<file path="src/rtl/pipeline_stall_controller.sv">
// -----------------------------------------------------------------------------
// pipeline_stall_controller
//
// Central hazard controller for a classic 5-stage in-order pipeline. It turns
// three hazard sources into per-register stall/flush/bubble controls:
//   * data-memory wait  (freeze)   : dmem_access=1 while dmem_ready=0
//   * taken branch      (flush)    : squash the two wrong-path instructions
//   * load-use hazard   (stall)    : hold PC and IF/ID, bubble into ID/EX
// Priority is freeze > branch > load-use. Control outputs are combinational
// from the current state and inputs; state, counters and the timeout flag are
// registered.
//
// Ports
//   clk             in   rising-edge clock
//   reset_n         in   asynchronous active-low reset
//   load_use_hazard in   load-use detected in ID
//   branch_taken    in   branch resolved taken in EX
//   dmem_access     in   MEM-stage instruction is a load/store
//   dmem_ready      in   data memory completes the access this cycle
//   cnt_clr         in   synchronous clear of stall_count
//   pc_stall        out  hold PC
//   IF_ID_stall     out  hold IF/ID
//   IF_ID_flush     out  zero IF/ID
//   ID_EX_flush     out  bubble into ID/EX
//   ID_EX_stall     out  hold ID/EX
//   EX_MEM_stall    out  hold EX/MEM
//   MEM_WB_bubble   out  write a bubble into MEM/WB
//   state[1:0]      out  RUN=00, MEM_WAIT=01, FLUSH=10
//   stall_count     out  saturating count of cycles with pc_stall=1
//   mem_timeout     out  sticky: memory wait exceeded 255 cycles
// -----------------------------------------------------------------------------
module pipeline_stall_controller (
    input  logic        clk,
    input  logic        reset_n,
    input  logic        load_use_hazard,
    input  logic        branch_taken,
    input  logic        dmem_access,
    input  logic        dmem_ready,
    input  logic        cnt_clr,
    output logic        pc_stall,
    output logic        IF_ID_stall,
    output logic        IF_ID_flush,
    output logic        ID_EX_flush,
    output logic        ID_EX_stall,
    output logic        EX_MEM_stall,
    output logic        MEM_WB_bubble,
    output logic [1:0]  state,
    output logic [15:0] stall_count,
    output logic        mem_timeout
);

    typedef enum logic [1:0] {
        ST_RUN      = 2'b00,
        ST_MEM_WAIT = 2'b01,
        ST_FLUSH    = 2'b10
    } state_t;

    state_t      r_state;
    state_t      w_state_next;
    logic [7:0]  r_wait_cnt;
    logic [15:0] r_stall_count;
    logic        r_mem_timeout;
    logic        w_freeze;

    assign w_freeze = dmem_access & ~dmem_ready;

    // Decode. MEM_WAIT with dmem_ready=1 falls through to the same branch /
    // load-use handling as RUN, so a branch captured in the frozen EX/MEM
    // register is acted on in the release cycle. Only FLUSH suppresses
    // load-use, since the instruction in ID is on the wrong path there.
    always_comb begin
        pc_stall      = 1'b0;
        IF_ID_stall   = 1'b0;
        IF_ID_flush   = 1'b0;
        ID_EX_flush   = 1'b0;
        ID_EX_stall   = 1'b0;
        EX_MEM_stall  = 1'b0;
        MEM_WB_bubble = 1'b0;
        w_state_next  = ST_RUN;

        if (w_freeze) begin
            pc_stall      = 1'b1;
            IF_ID_stall   = 1'b1;
            ID_EX_stall   = 1'b1;
            EX_MEM_stall  = 1'b1;
            MEM_WB_bubble = 1'b1;
            w_state_next  = ST_MEM_WAIT;
        end else if (branch_taken) begin
            IF_ID_flush  = 1'b1;
            ID_EX_flush  = 1'b1;
            w_state_next = ST_FLUSH;
        end else if (load_use_hazard && (r_state != ST_FLUSH)) begin
            pc_stall     = 1'b1;
            IF_ID_stall  = 1'b1;
            ID_EX_flush  = 1'b1;
            w_state_next = ST_RUN;
        end
    end

    always_ff @(posedge clk or negedge reset_n) begin
        if (!reset_n) begin
            r_state       <= ST_RUN;
            r_wait_cnt    <= 8'd0;
            r_stall_count <= 16'd0;
            r_mem_timeout <= 1'b0;
        end else begin
            r_state <= w_state_next;

            // Wait length is measured only while already parked in MEM_WAIT.
            if (!w_freeze) begin
                r_wait_cnt <= 8'd0;
            end else if ((r_state == ST_MEM_WAIT) && (r_wait_cnt != 8'hFF)) begin
                r_wait_cnt <= r_wait_cnt + 8'd1;
            end

            // Sticky until reset; the FSM keeps waiting regardless.
            if (w_freeze && (r_state == ST_MEM_WAIT) && (r_wait_cnt == 8'hFF)) begin
                r_mem_timeout <= 1'b1;
            end

            if (cnt_clr) begin
                r_stall_count <= 16'd0;
            end else if (pc_stall && (r_stall_count != 16'hFFFF)) begin
                r_stall_count <= r_stall_count + 16'd1;
            end
        end
    end

    assign state       = r_state;
    assign stall_count = r_stall_count;
    assign mem_timeout = r_mem_timeout;

endmodule
</file>
<file path="config.mk">
export PLATFORM = sky130hd
export DESIGN_NAME = pipeline_stall_controller
export DESIGN_NICKNAME = d
export VERILOG_FILES = /design/src/rtl/pipeline_stall_controller.sv
export SDC_FILE = /design/constraint.sdc
export NUM_CORES = 1
export LEC_CHECK = 0
export ABC_CLOCK_PERIOD_IN_PS = 4030
export CELL_PAD_IN_SITES_DETAIL_PLACEMENT = 0
export CELL_PAD_IN_SITES_GLOBAL_PLACEMENT = 1
export CORE_AREA = 4 4 66 68
export DETAILED_ROUTE_END_ITERATION = 7
export DIE_AREA = 0 0 70 72
export PLACE_DENSITY = 0.79
export REMOVE_ABC_BUFFERS = 1
export SLEW_MARGIN = 15
export SYNTH_ARGS = -nofsm -noshare
export SYNTH_HDL_FRONTEND = slang
export SYNTH_SLANG_ARGS = --single-unit
</file>
<file path="constraint.sdc">
create_clock -name clk -period 4.03 [get_ports clk]
set_input_delay 0.403 -clock clk [delete_from_list [all_inputs] [get_ports clk]]
set_output_delay 0.403 -clock clk [all_outputs]
set_load 0.1 [all_outputs]
</file>
After elaboration in Yosys (flattened, before gate mapping):

Index checks and enable logic that the tools add are counted.

* register bits: 27
* output and inout port bits: 26
* logic and storage cells: 34
* bits of input ports: 7

* multiplexer cells: 14
* equality and inequality tests: 6
* $add $sub $neg: 2
* bitwise logic cells: 2
* reductions and logical operators: 6

Operator list (number)
* two-way mux 16 bit: 2
* adder 16 x 1 -> 16 bit, second input constant: 1
* two-way mux 8 bit: 2
* inequality test 16 bit, second input constant: 1
* adder 8 x 1 -> 8 bit, second input constant: 1
* == test 8 bit, second input constant: 1
* two-way mux 1 bit: 8
* inequality test 8 bit, second input constant: 1
* logical AND 1 bit: 5
* two-way mux 2 bit: 2
* == test 2 x 1 -> 1 bit, second input constant: 1
* inequality test 2 x 1 -> 1 bit, second input constant: 1
* inequality test 2 bit, second input constant: 1
* nonzero test 2 bit: 1
* AND 1 bit: 1
* inverter 1 bit: 1

Longest topological paths before layout:

Gate-level depths: netlist of run 1.

* depth after elaboration: 8
* mapped depth: 8
* mapped depth without buffers: 7

Worst setup path before layout of run 1:

Ideal clock, no wire load.

* kind: register -> output
* start point: register r_state[0], in the netlist state[0]
* end point: output ID_EX_flush
* cell stages (with the launch flop): 4
* path slack: 1.149 ns
* path buffers: 0
* required time: 3.627 ns
* arrival: 2.478 ns
* cells stage by stage: dfrtp_1 > nand2b_1 > a21oi_1 > nor2_1

* longest elaborated chain between the ends: 5

RTL lines
* from (decl): RTL line 58 `state_t r_state;`
* from (signal assigned): RTL line 107 `r_state <= w_state_next;`
* inequality test 2 bit: RTL line 92 `end else if (load_use_hazard && (r_state != ST_FLUSH)) begin`
* logical AND 1 bit: RTL line 92
* two-way mux 1 bit: RTL line 92
* two-way mux 1 bit: RTL line 88 `end else if (branch_taken) begin`
* two-way mux 1 bit: RTL line 81 `if (w_freeze) begin`
* to (decl): RTL line 43 `output logic ID_EX_flush,`

No other way between the ends.

Worst setup path after layout of run 1:

* start point: input dmem_ready
* end point: output ID_EX_stall

* longest elaborated chain between the ends: 3

RTL lines
* from (decl): RTL line 38 `input logic dmem_ready,`
* inverter 1 bit: RTL line 65 `assign w_freeze = dmem_access & ~dmem_ready;`
* AND 1 bit: RTL line 65
* two-way mux 1 bit: RTL line 81
* to (decl): RTL line 44 `output logic ID_EX_stall,`

No other way between the ends.

==> results of run 1 <==
## cell usage after synthesis (3+ instances only)
cell and number:
nand4_1 5, or3_1 3, and3_1 3, dfrtp_1 27, a21oi_1 6, nor2_1 24
nor3_1 4, xnor2_1 14, buf_4 3, nand3_1 8, buf_6 3, nor4_2 4
o21ai_0 3, inv_1 3, nand2_1 7, and4_4 3
## placed cells by master (no fill, tap or decap), types with 3 or more instances in the layout
cell type / count
dfrtp_1: 27
or3_1: 3
and3_1: 3
nand3_1: 8
o21ai_0: 3
nor2_1: 24
and4_4: 3
nand4_1: 5
nand2_1: 7
xnor2_1: 14
clkbuf_8: 3
inv_1: 3
a21oi_1: 6
buf_4: 6
nor3_1: 4
clkdlybuf4s50_1: 28
nor4_2: 4
## sequential cells by signal, indices dropped and copies added, names as in the netlist
signal and count:
mem_timeout 1, r_wait_cnt 8, stall_count 16, state 2
## logic make-up after synthesis
logic type / Yosys count / share of synthesized area, %
compound gates: 17 / 7.47
xor+xnor: 16 / 9.40
fa+ha+maj: 2 / 1.68
buf+inv: 12 / 5.46
flops: 27 / 45.3
mux: 2 / 1.34
simple gates: 71 / 29.3
## layout make-up
class | count | area [sq um]
Inverter | 4 | 16.3
Timing Repair Buffer | 34 | 325
Sequential cell | 27 | 676
Clock buffer | 3 | 41.3
Tap cell | 50 | 62.6
Multi-Input combinational cell | 108 | 733
Fill cell | 369 | 2000
Clock inverter | 1 | 5.00
## where the power goes
group	switching, mW	internal (mW)
Clock	0.0875	0.0694
Combinational	0.0872	0.0260
Sequential	0.00466	0.274
Total	0.179	0.370
## critical path, delay by kind of cell
| kind | cells | cell delay (ns) |
|---|---|---|
| AND/OR/NAND/NOR | 1 | 0.28 |
| buffers and inverters | 3 | 1.71 |
## final timing paths
check | to | from | slack [ns]
setup reg to reg | stall_count[1] | stall_count[0] | 2.26
hold / removal | mem_timeout | mem_timeout | 0.49
hold reg to reg | mem_timeout | mem_timeout | 0.49
min in group asynchronous | stall_count[10] | reset_n | 0.50
max in group asynchronous | state[0] | reset_n | 3.27
setup / recovery | ID_EX_stall | dmem_ready | 1.23
## layer usage
metal	wire, microns	vias to the layer above
li1	-	571
met1	1400	571
met2	1470	30
met3	163	4
met4	38	0
met5	0	-
==> results.py, run 1 <==
metrics = {
    "drt": {
        "ant_nets": 0,
        "drt_iter0_drc": 52,
        "firstDrtPassIters": 4,
        "finalWirelength_microns": 3080,
        "num_vias": 1176,
        "wl_per_cell_microns": 13.6,
        "viasPerCell": 5.18,
        "drc": 0,
    },
    "global_routing": {
        "gr-usage-all-layers_pct": 13.1,
        "met2_usage_pct": 21.9,
        "grt_remaining_overflow": 0,
        "grt_max_degree": 28,
        "grt_pass1_wl_microns": 5380,
        "grt_pass1_vias": 1164,
        "grt.busiest_layer": "met2",
        "antenna_found_initial": 0,
        "grt_use_met1_pct": 16.6,
        "use_met3_pct": 3.32,
    },
    "setup_path": {
        "reg2reg_depth": 6,
        "critPathKind": "primary input to primary output",
        "path_max_fanout": 9,
        "slowest_stage": "clkdlybuf4s50_1",
        "arrival_ns": 2.40,
        "worst_setup_path_end_kind": "primary output",
        "path_cells": "clkdlybuf4s50_1 > nand2b_1 > clkinv_2 > clkdlybuf4s50_1",
        "worst_setup_path_start_kind": "primary input",
        "max_stage_delay_ns": 1.15,
        "cp_data_required_time_ns": 3.63,
        "path_common_cell": "clkdlybuf4s50_1",
    },
    "synthesis": {
        "synthDistinctLibCells": 35,
        "synth_cells": 147,
        "synth_top_area_share_pct": 45.3,
        "yosysSeqAreaShare_pct": 45.3,
        "yosysTopAreaCell": "dfrtp_1",
        "netlist_area_sq_um": 1490,
        "yosysWarnings": 0,
        "synth_edf_count": 0,
        "synth.area.top_cells": "dfrtp_1 (45%), xnor2_1 (8.2%), nor2_1 (6.0%)",
        "synthFlopType": "dfrtp_1",
        "async_flop_share_pct": 100,
        "avgSynthCellArea_sq_um": 10.1,
        "synth_seq_cells": 27,
    },
    "sta": {
        "slew_headroom_pct": 34.7,
        "hold_ws_ns": 0.489,
        "final_hold_viol_count": 0,
        "drv_slew": 0,
        "fin_ws_ns": 1.23,
        "worstMarginPinSlew_ns": 0.976,
        "fmax_mhz": 357,
        "setup_violations": 0,
        "finClkSkew_ns": 0.00248,
        "post-route-period-util_pct": 69.5,
        "rsz0062_at_grt": "no",
        "fin_tns_setup_ns": 0,
        "layout_min_cycle_time_ns": 2.80,
    },
    "clock_tree": {
        "cts_inserted_buffers": 3,
        "insertion_delay_ns": 0.27,
        "postCtsHoldBufs": 0,
        "post_cts_buffers": 0,
        "cts-root-buf": "clkbuf_8",
        "cts_num_sinks": 27,
        "cts_buffer_depth": 2,
        "clkTransAtPathRegs_ns": 0.09,
        "cts_tree": "yes",
        "cts_resized": 0,
        "cts_max_level": 1,
    },
    "placement": {
        "gp_congestion": 0.727,
        "port_buffers": 32,
        "post-place-cells": 223,
        "hpwl_microns": 2260,
        "placedInstanceArea_sq_um": 1810,
        "pre_cts_ws_ns": 1.22,
    },
    "final_layout": {
        "fin_cells": 227,
        "stdcell_area_sq_um": 1860,
        "final_core_util_pct": 48.2,
        "syn_to_final_growth_pct": 24.8,
        "drive_above_1_share_pct": 14.1,
        "final_net_count": 187,
        "antenna_cells": 0,
    },
    "status": {
        "status": "finished clean",
    },
    "floorplan": {
        "die_y_microns": 72,
        "start_util_pct": 38.6,
        "core.rowCount": 23,
        "die_x_microns": 70,
        "core_area_sq_um": 3860,
        "ios": 33,
        "dieArea_sq_um": 5040,
    },
    "pwr": {
        "power_density_nw_per_um2": 295,
        "p_leak_nw": 0.720,
        "power.total_uw": 549,
        "ir_drop_v": 0.000183,
    },
    "min_path": {
        "worstHoldPathType": "flop to flop",
        "worst_hold_path.num_cells": 1,
    },
    "job": {
        "drv_cap": 0,
    },
}
No activity file was read; power rests on OpenSTA's default activity.
==> run 2, diff against run 1 <==
--- a/config.mk
+++ b/config.mk
@@ -5,13 +5,13 @@
 export SDC_FILE = /design/constraint.sdc
 export NUM_CORES = 1
 export LEC_CHECK = 0
-export ABC_CLOCK_PERIOD_IN_PS = 4030
+export ABC_CLOCK_PERIOD_IN_PS = 2800
 export CELL_PAD_IN_SITES_DETAIL_PLACEMENT = 0
 export CELL_PAD_IN_SITES_GLOBAL_PLACEMENT = 1
-export CORE_AREA = 4 4 66 68
+export CORE_AREA = 4 4 68 70
 export DETAILED_ROUTE_END_ITERATION = 7
-export DIE_AREA = 0 0 70 72
-export PLACE_DENSITY = 0.79
+export DIE_AREA = 0 0 72 74
+export PLACE_DENSITY = 0.75
 export REMOVE_ABC_BUFFERS = 1
 export SLEW_MARGIN = 15
 export SYNTH_ARGS = -nofsm -noshare
==> constraint.sdc (replaced) <==
create_clock -name clk -period 2.8 [get_ports clk]
set_input_delay 0.28 -clock clk [delete_from_list [all_inputs] [get_ports clk]]
set_output_delay 0.28 -clock clk [all_outputs]
set_load 0.1 [all_outputs]
==> results.py, run 2 (same netlist as run 1, synthesis figures left out) <==
metrics = {
    "final_layout": {
        "largest_register_ff_count": 16,
        "regArea_sq_um": 676,
        "final_core_util_pct": 46.7,
        "layout_common_cells": "dfrtp_1 (27), nor2_1 (24), buf_4 (24), xnor2_1 (14), nand3_1 (8)",
        "final_common_cell": "dfrtp_1",
        "final_net_count": 187,
        "antenna_cells": 0,
        "fillers": 400,
        "drive_above_1_share_pct": 26.0,
        "multi_input_area_sq_um": 733,
        "syn_to_final_growth_pct": 24.3,
    },
    "floorplan": {
        "core_area_sq_um": 3970,
        "start_util_pct": 37.5,
        "die_x_microns": 72,
        "die_y_microns": 74,
        "dieArea_sq_um": 5330,
        "core.rowCount": 23,
        "ios": 33,
    },
    "clock_tree": {
        "insertion_delay_ns": 0.27,
        "cts_tree": "yes",
        "cts_buffer_depth": 2,
        "cts-root-buf": "clkbuf_8",
        "cts_resized": 0,
        "clkTransAtPathRegs_ns": 0.09,
        "cts_inserted_buffers": 3,
        "postCtsHoldBufs": 0,
        "post_cts_buffers": 0,
        "cts_num_sinks": 27,
        "cts_max_level": 1,
    },
    "global_routing": {
        "antenna_found_initial": 0,
        "grt_max_degree": 28,
        "gr-usage-all-layers_pct": 13.8,
        "grt_pass1_wl_microns": 5760,
        "grt_pass1_vias": 1195,
        "grt_remaining_overflow": 0,
    },
    "setup_path": {
        "critPathKind": "primary input to primary output",
        "cp_data_required_time_ns": 2.52,
        "worst_setup_path_start_kind": "primary input",
        "arrival_ns": 1.82,
        "worst_setup_path_end_kind": "primary output",
        "path_max_fanout": 9,
        "r2r_start": "stall_count[0]",
        "r2r_setup_slack_ns": 0.99,
        "reg2reg_depth": 6,
        "timing.rr.end": "stall_count[1]",
    },
    "sta": {
        "worstMarginPinSlew_ns": 0.600,
        "rsz0062_at_grt": "no",
        "post-route-period-util_pct": 75.2,
        "slew_headroom_pct": 59.9,
        "layout_min_cycle_time_ns": 2.10,
        "final_hold_viol_count": 0,
        "drv_slew": 0,
        "finClkSkew_ns": 0.00161,
        "hold_ws_ns": 0.389,
        "fmax_mhz": 475,
        "setup_violations": 0,
    },
    "drt": {
        "viasPerCell": 5.21,
        "highest_layer": "met4",
        "finalWirelength_microns": 3300,
        "met3_wirelength_microns": 152,
        "drc": 0,
        "wl_met1_microns": 1440,
        "wl_per_cell_microns": 14.5,
        "wl_met2_microns": 1670,
        "ant_nets": 0,
        "firstDrtPassIters": 2,
        "drt_iter0_drc": 43,
        "num_vias": 1182,
    },
    "min_path": {
        "worstHoldPathType": "primary input to async pin",
    },
    "placement": {
        "gp_congestion": 0.761,
        "hpwl_microns": 2460,
        "port_buffers": 32,
    },
    "pwr": {
        "ir_drop_v": 0.000316,
        "power.total_uw": 795,
        "power_density_nw_per_um2": 429,
        "p_leak_nw": 0.776,
    },
    "status": {
        "status": "finished clean",
    },
    "job": {
        "drv_cap": 0,
    },
}
run 2: per-layer routing:
layer / vias to the layer above / track usage [%]
met3: 4 / 3.78
met5: - / 0
li1: 570 / -
met2: 27 / 25.4
met4: 0 / 3.34
met1: 581 / 15.8
run 2: through the flow:
stage / cell area [sq um] / std cells / worst slack (ns) / setup TNS, ns
3_3_place_gp: 1810 / 223 / 0.618 / 0
5_1_grt: 1850 / 227 / 0.554 / 0
2_1_floorplan: 1430 / 139 / -1.53 / -13.16
3_5_place_dp: 1810 / 223 / 0.550 / 0
4_1_cts: 1850 / 227 / 0.678 / 0
6_report: 1850 / 227 / 0.696 / 0
run 2: critical path, cell delays in order:
cell and delay [ns]:
clkdlybuf4s50_1 0.44, nand2b_1 0.31, clkinv_2 0.22, a31oi_2 0.21, inv_1 0.16, buf_12 0.20
run 2: how the worst max path moves through the flow:
stage | slack [ns] | end | cells past startpoint | from
6_report | 0.70 | pc_stall | 6 | dmem_ready
4_1_cts | 0.68 | pc_stall | 6 | dmem_ready
3_5_place_dp | 0.55 | stall_count[12] | 8 | dmem_ready
3_3_place_gp | 0.62 | stall_count[4] | 8 | dmem_ready
2_1_floorplan | -1.53 | stall_count[2] | 7 | dmem_ready
5_1_grt | 0.55 | pc_stall | 6 | dmem_ready
run 2: area by class of cell:
class,count,area share [%]
Multi-Input combinational cell,108,39.6
Timing Repair Buffer,34,17.3
Sequential cell,27,36.5
Tap cell,50,3.38
Clock buffer,4,2.43
Inverter,4,0.878
run 2: report_power, final:
part	switching, mW	internal, mW	total [mW]
clock network	0.116	0.102	0.217
logic	0.129	0.0462	0.175
registers	0.00703	0.395	0.402
==> run 3, diff against run 2 <==
--- a/config.mk
+++ b/config.mk
@@ -5,7 +5,7 @@
 export SDC_FILE = /design/constraint.sdc
 export NUM_CORES = 1
 export LEC_CHECK = 0
-export ABC_CLOCK_PERIOD_IN_PS = 2800
+export ABC_CLOCK_PERIOD_IN_PS = 2120
 export CELL_PAD_IN_SITES_DETAIL_PLACEMENT = 0
 export CELL_PAD_IN_SITES_GLOBAL_PLACEMENT = 1
 export CORE_AREA = 4 4 68 70
==> constraint.sdc (replaced) <==
create_clock -name clk -period 2.12 [get_ports clk]
set_input_delay 0.212 -clock clk [delete_from_list [all_inputs] [get_ports clk]]
set_output_delay 0.212 -clock clk [all_outputs]
set_load 0.1 [all_outputs]
==> results.py, run 3 (same netlist as run 1, synthesis figures left out) <==
metrics = {
    "floorplan": {
        "ios": 33,
        "core.rowCount": 23,
        "start_util_pct": 37.5,
        "die_x_microns": 72,
        "core_area_sq_um": 3970,
        "die_y_microns": 74,
        "dieArea_sq_um": 5330,
    },
    "clock_tree": {
        "cts_max_level": 1,
        "clkTransAtPathRegs_ns": 0.09,
        "cts_buffer_depth": 2,
        "cts-root-buf": "clkbuf_8",
        "post_cts_buffers": 0,
        "cts_num_sinks": 27,
        "insertion_delay_ns": 0.27,
        "cts_resized": 0,
        "postCtsHoldBufs": 0,
        "cts_inserted_buffers": 3,
        "cts_tree": "yes",
    },
    "final_layout": {
        "final_net_count": 190,
        "fillers": 385,
        "drive_above_1_share_pct": 27.2,
        "antenna_cells": 0,
        "layout_common_cells": "dfrtp_1 (27), nor2_1 (24), buf_4 (24), xnor2_1 (14), nand3_1 (8)",
        "final_core_util_pct": 48.2,
        "largest_register_ff_count": 16,
        "regArea_sq_um": 676,
        "multi_input_area_sq_um": 733,
        "final_common_cell": "dfrtp_1",
        "syn_to_final_growth_pct": 28.4,
    },
    "sta": {
        "layout_min_cycle_time_ns": 1.81,
        "worstMarginPinSlew_ns": 0.578,
        "final_hold_viol_count": 0,
        "finClkSkew_ns": 0.00249,
        "fmax_mhz": 552,
        "drv_slew": 0,
        "rsz0062_at_grt": "no",
        "post-route-period-util_pct": 85.4,
        "hold_ws_ns": 0.313,
        "slew_headroom_pct": 61.3,
        "setup_violations": 0,
    },
    "setup_path": {
        "worst_setup_path_start_kind": "flop",
        "path_cells": "nand2b_1 > a31oi_2 > inv_1 > buf_4 > buf_12",
        "cp_data_required_time_ns": 1.91,
        "r2r_setup_slack_ns": 0.33,
        "slowest_stage": "dfrtp_1",
        "r2r_start": "stall_count[0]",
        "worstSetupEndpoint": "pc_stall",
        "reg2reg_depth": 6,
        "critPathKind": "flop to primary output",
        "timing.rr.end": "stall_count[1]",
        "path_max_fanout": 5,
        "max_stage_delay_ns": 0.40,
        "path_delay_family": "buffers and inverters",
        "cp.buffers_inverters": 3,
        "cp.depth": 5,
        "arrival_ns": 1.60,
        "critical_path.startpoint": "state[0]",
        "worst_setup_path_end_kind": "primary output",
    },
    "job": {
        "drv_cap": 0,
    },
    "drt": {
        "num_vias": 1174,
        "viasPerCell": 5.10,
        "drt_iter0_drc": 52,
        "wl_per_cell_microns": 13.8,
        "ant_nets": 0,
        "finalWirelength_microns": 3170,
        "highest_layer": "met4",
        "wl_met2_microns": 1610,
        "firstDrtPassIters": 4,
        "met3_wirelength_microns": 158,
        "wl_met1_microns": 1370,
        "drc": 0,
    },
    "placement": {
        "gp_congestion": 0.761,
        "hpwl_microns": 2380,
        "port_buffers": 32,
    },
    "pwr": {
        "p_leak_nw": 0.801,
        "power_density_nw_per_um2": 560,
        "ir_drop_v": 0.000281,
    },
    "status": {
        "status": "finished clean",
    },
    "global_routing": {
        "grt_pass1_wl_microns": 5440,
        "grt_remaining_overflow": 0,
        "antenna_found_initial": 0,
        "gr-usage-all-layers_pct": 12.7,
        "grt_pass1_vias": 1203,
        "grt_max_degree": 28,
    },
    "min_path": {
        "worstHoldPathType": "primary input to async pin",
    },
}
[run 3: final cells by class]
class / instances / share of cell area [%]
clock buffer: 4 / 2.35
inverter: 4 / 0.850
tap: 50 / 3.27
timing repair buffer: 37 / 19.9
sequential: 27 / 35.3
multi-input combinational: 108 / 38.3
[run 3: metrics by stage]
step | cells | setup TNS (ns) | instance area, sq um | worst slack (ns) | total power, mW
after global placement | 226 | 0 | 1870 | 0.285 | 0.787
after detailed placement | 226 | 0 | 1870 | 0.250 | 0.788
after floorplan | 139 | -25.74 | 1430 | -2.14 | 0.689
final | 230 | 0 | 1910 | 0.310 | 1.07
after CTS | 230 | 0 | 1910 | 0.281 | 1.09
after global routing | 230 | 0 | 1910 | 0.187 | 1.12
[run 3: how the worst min path moves through the flow]
| stage | endpoint | slack, ns | cells past startpoint |
|---|---|---|---|
| after floorplan | mem_timeout | -0.08 | 0 |
| after global placement | mem_timeout | 0.47 | 1 |
| after detailed placement | mem_timeout | 0.46 | 1 |
| after CTS | stall_count[10] | 0.32 | 2 |
| after global routing | stall_count[10] | 0.35 | 2 |
| final | stall_count[10] | 0.31 | 2 |
[run 3: where the power goes]
group / leakage (nW) / total, mW / internal, mW / switching [mW]
logic: 0.405 / 0.244 / 0.0733 / 0.171
clock network: 0.0228 / 0.297 / 0.135 / 0.162
registers: 0.373 / 0.531 / 0.522 / 0.00909
total: 0.801 / 1.07 / 0.730 / 0.342
[run 3: routing by layer]
metal  track usage (%)  up-vias
met4              3.13        0
met2              22.2       24
met3              2.84        4
li1                  -      573
met5                 0        -
met1              16.1      573
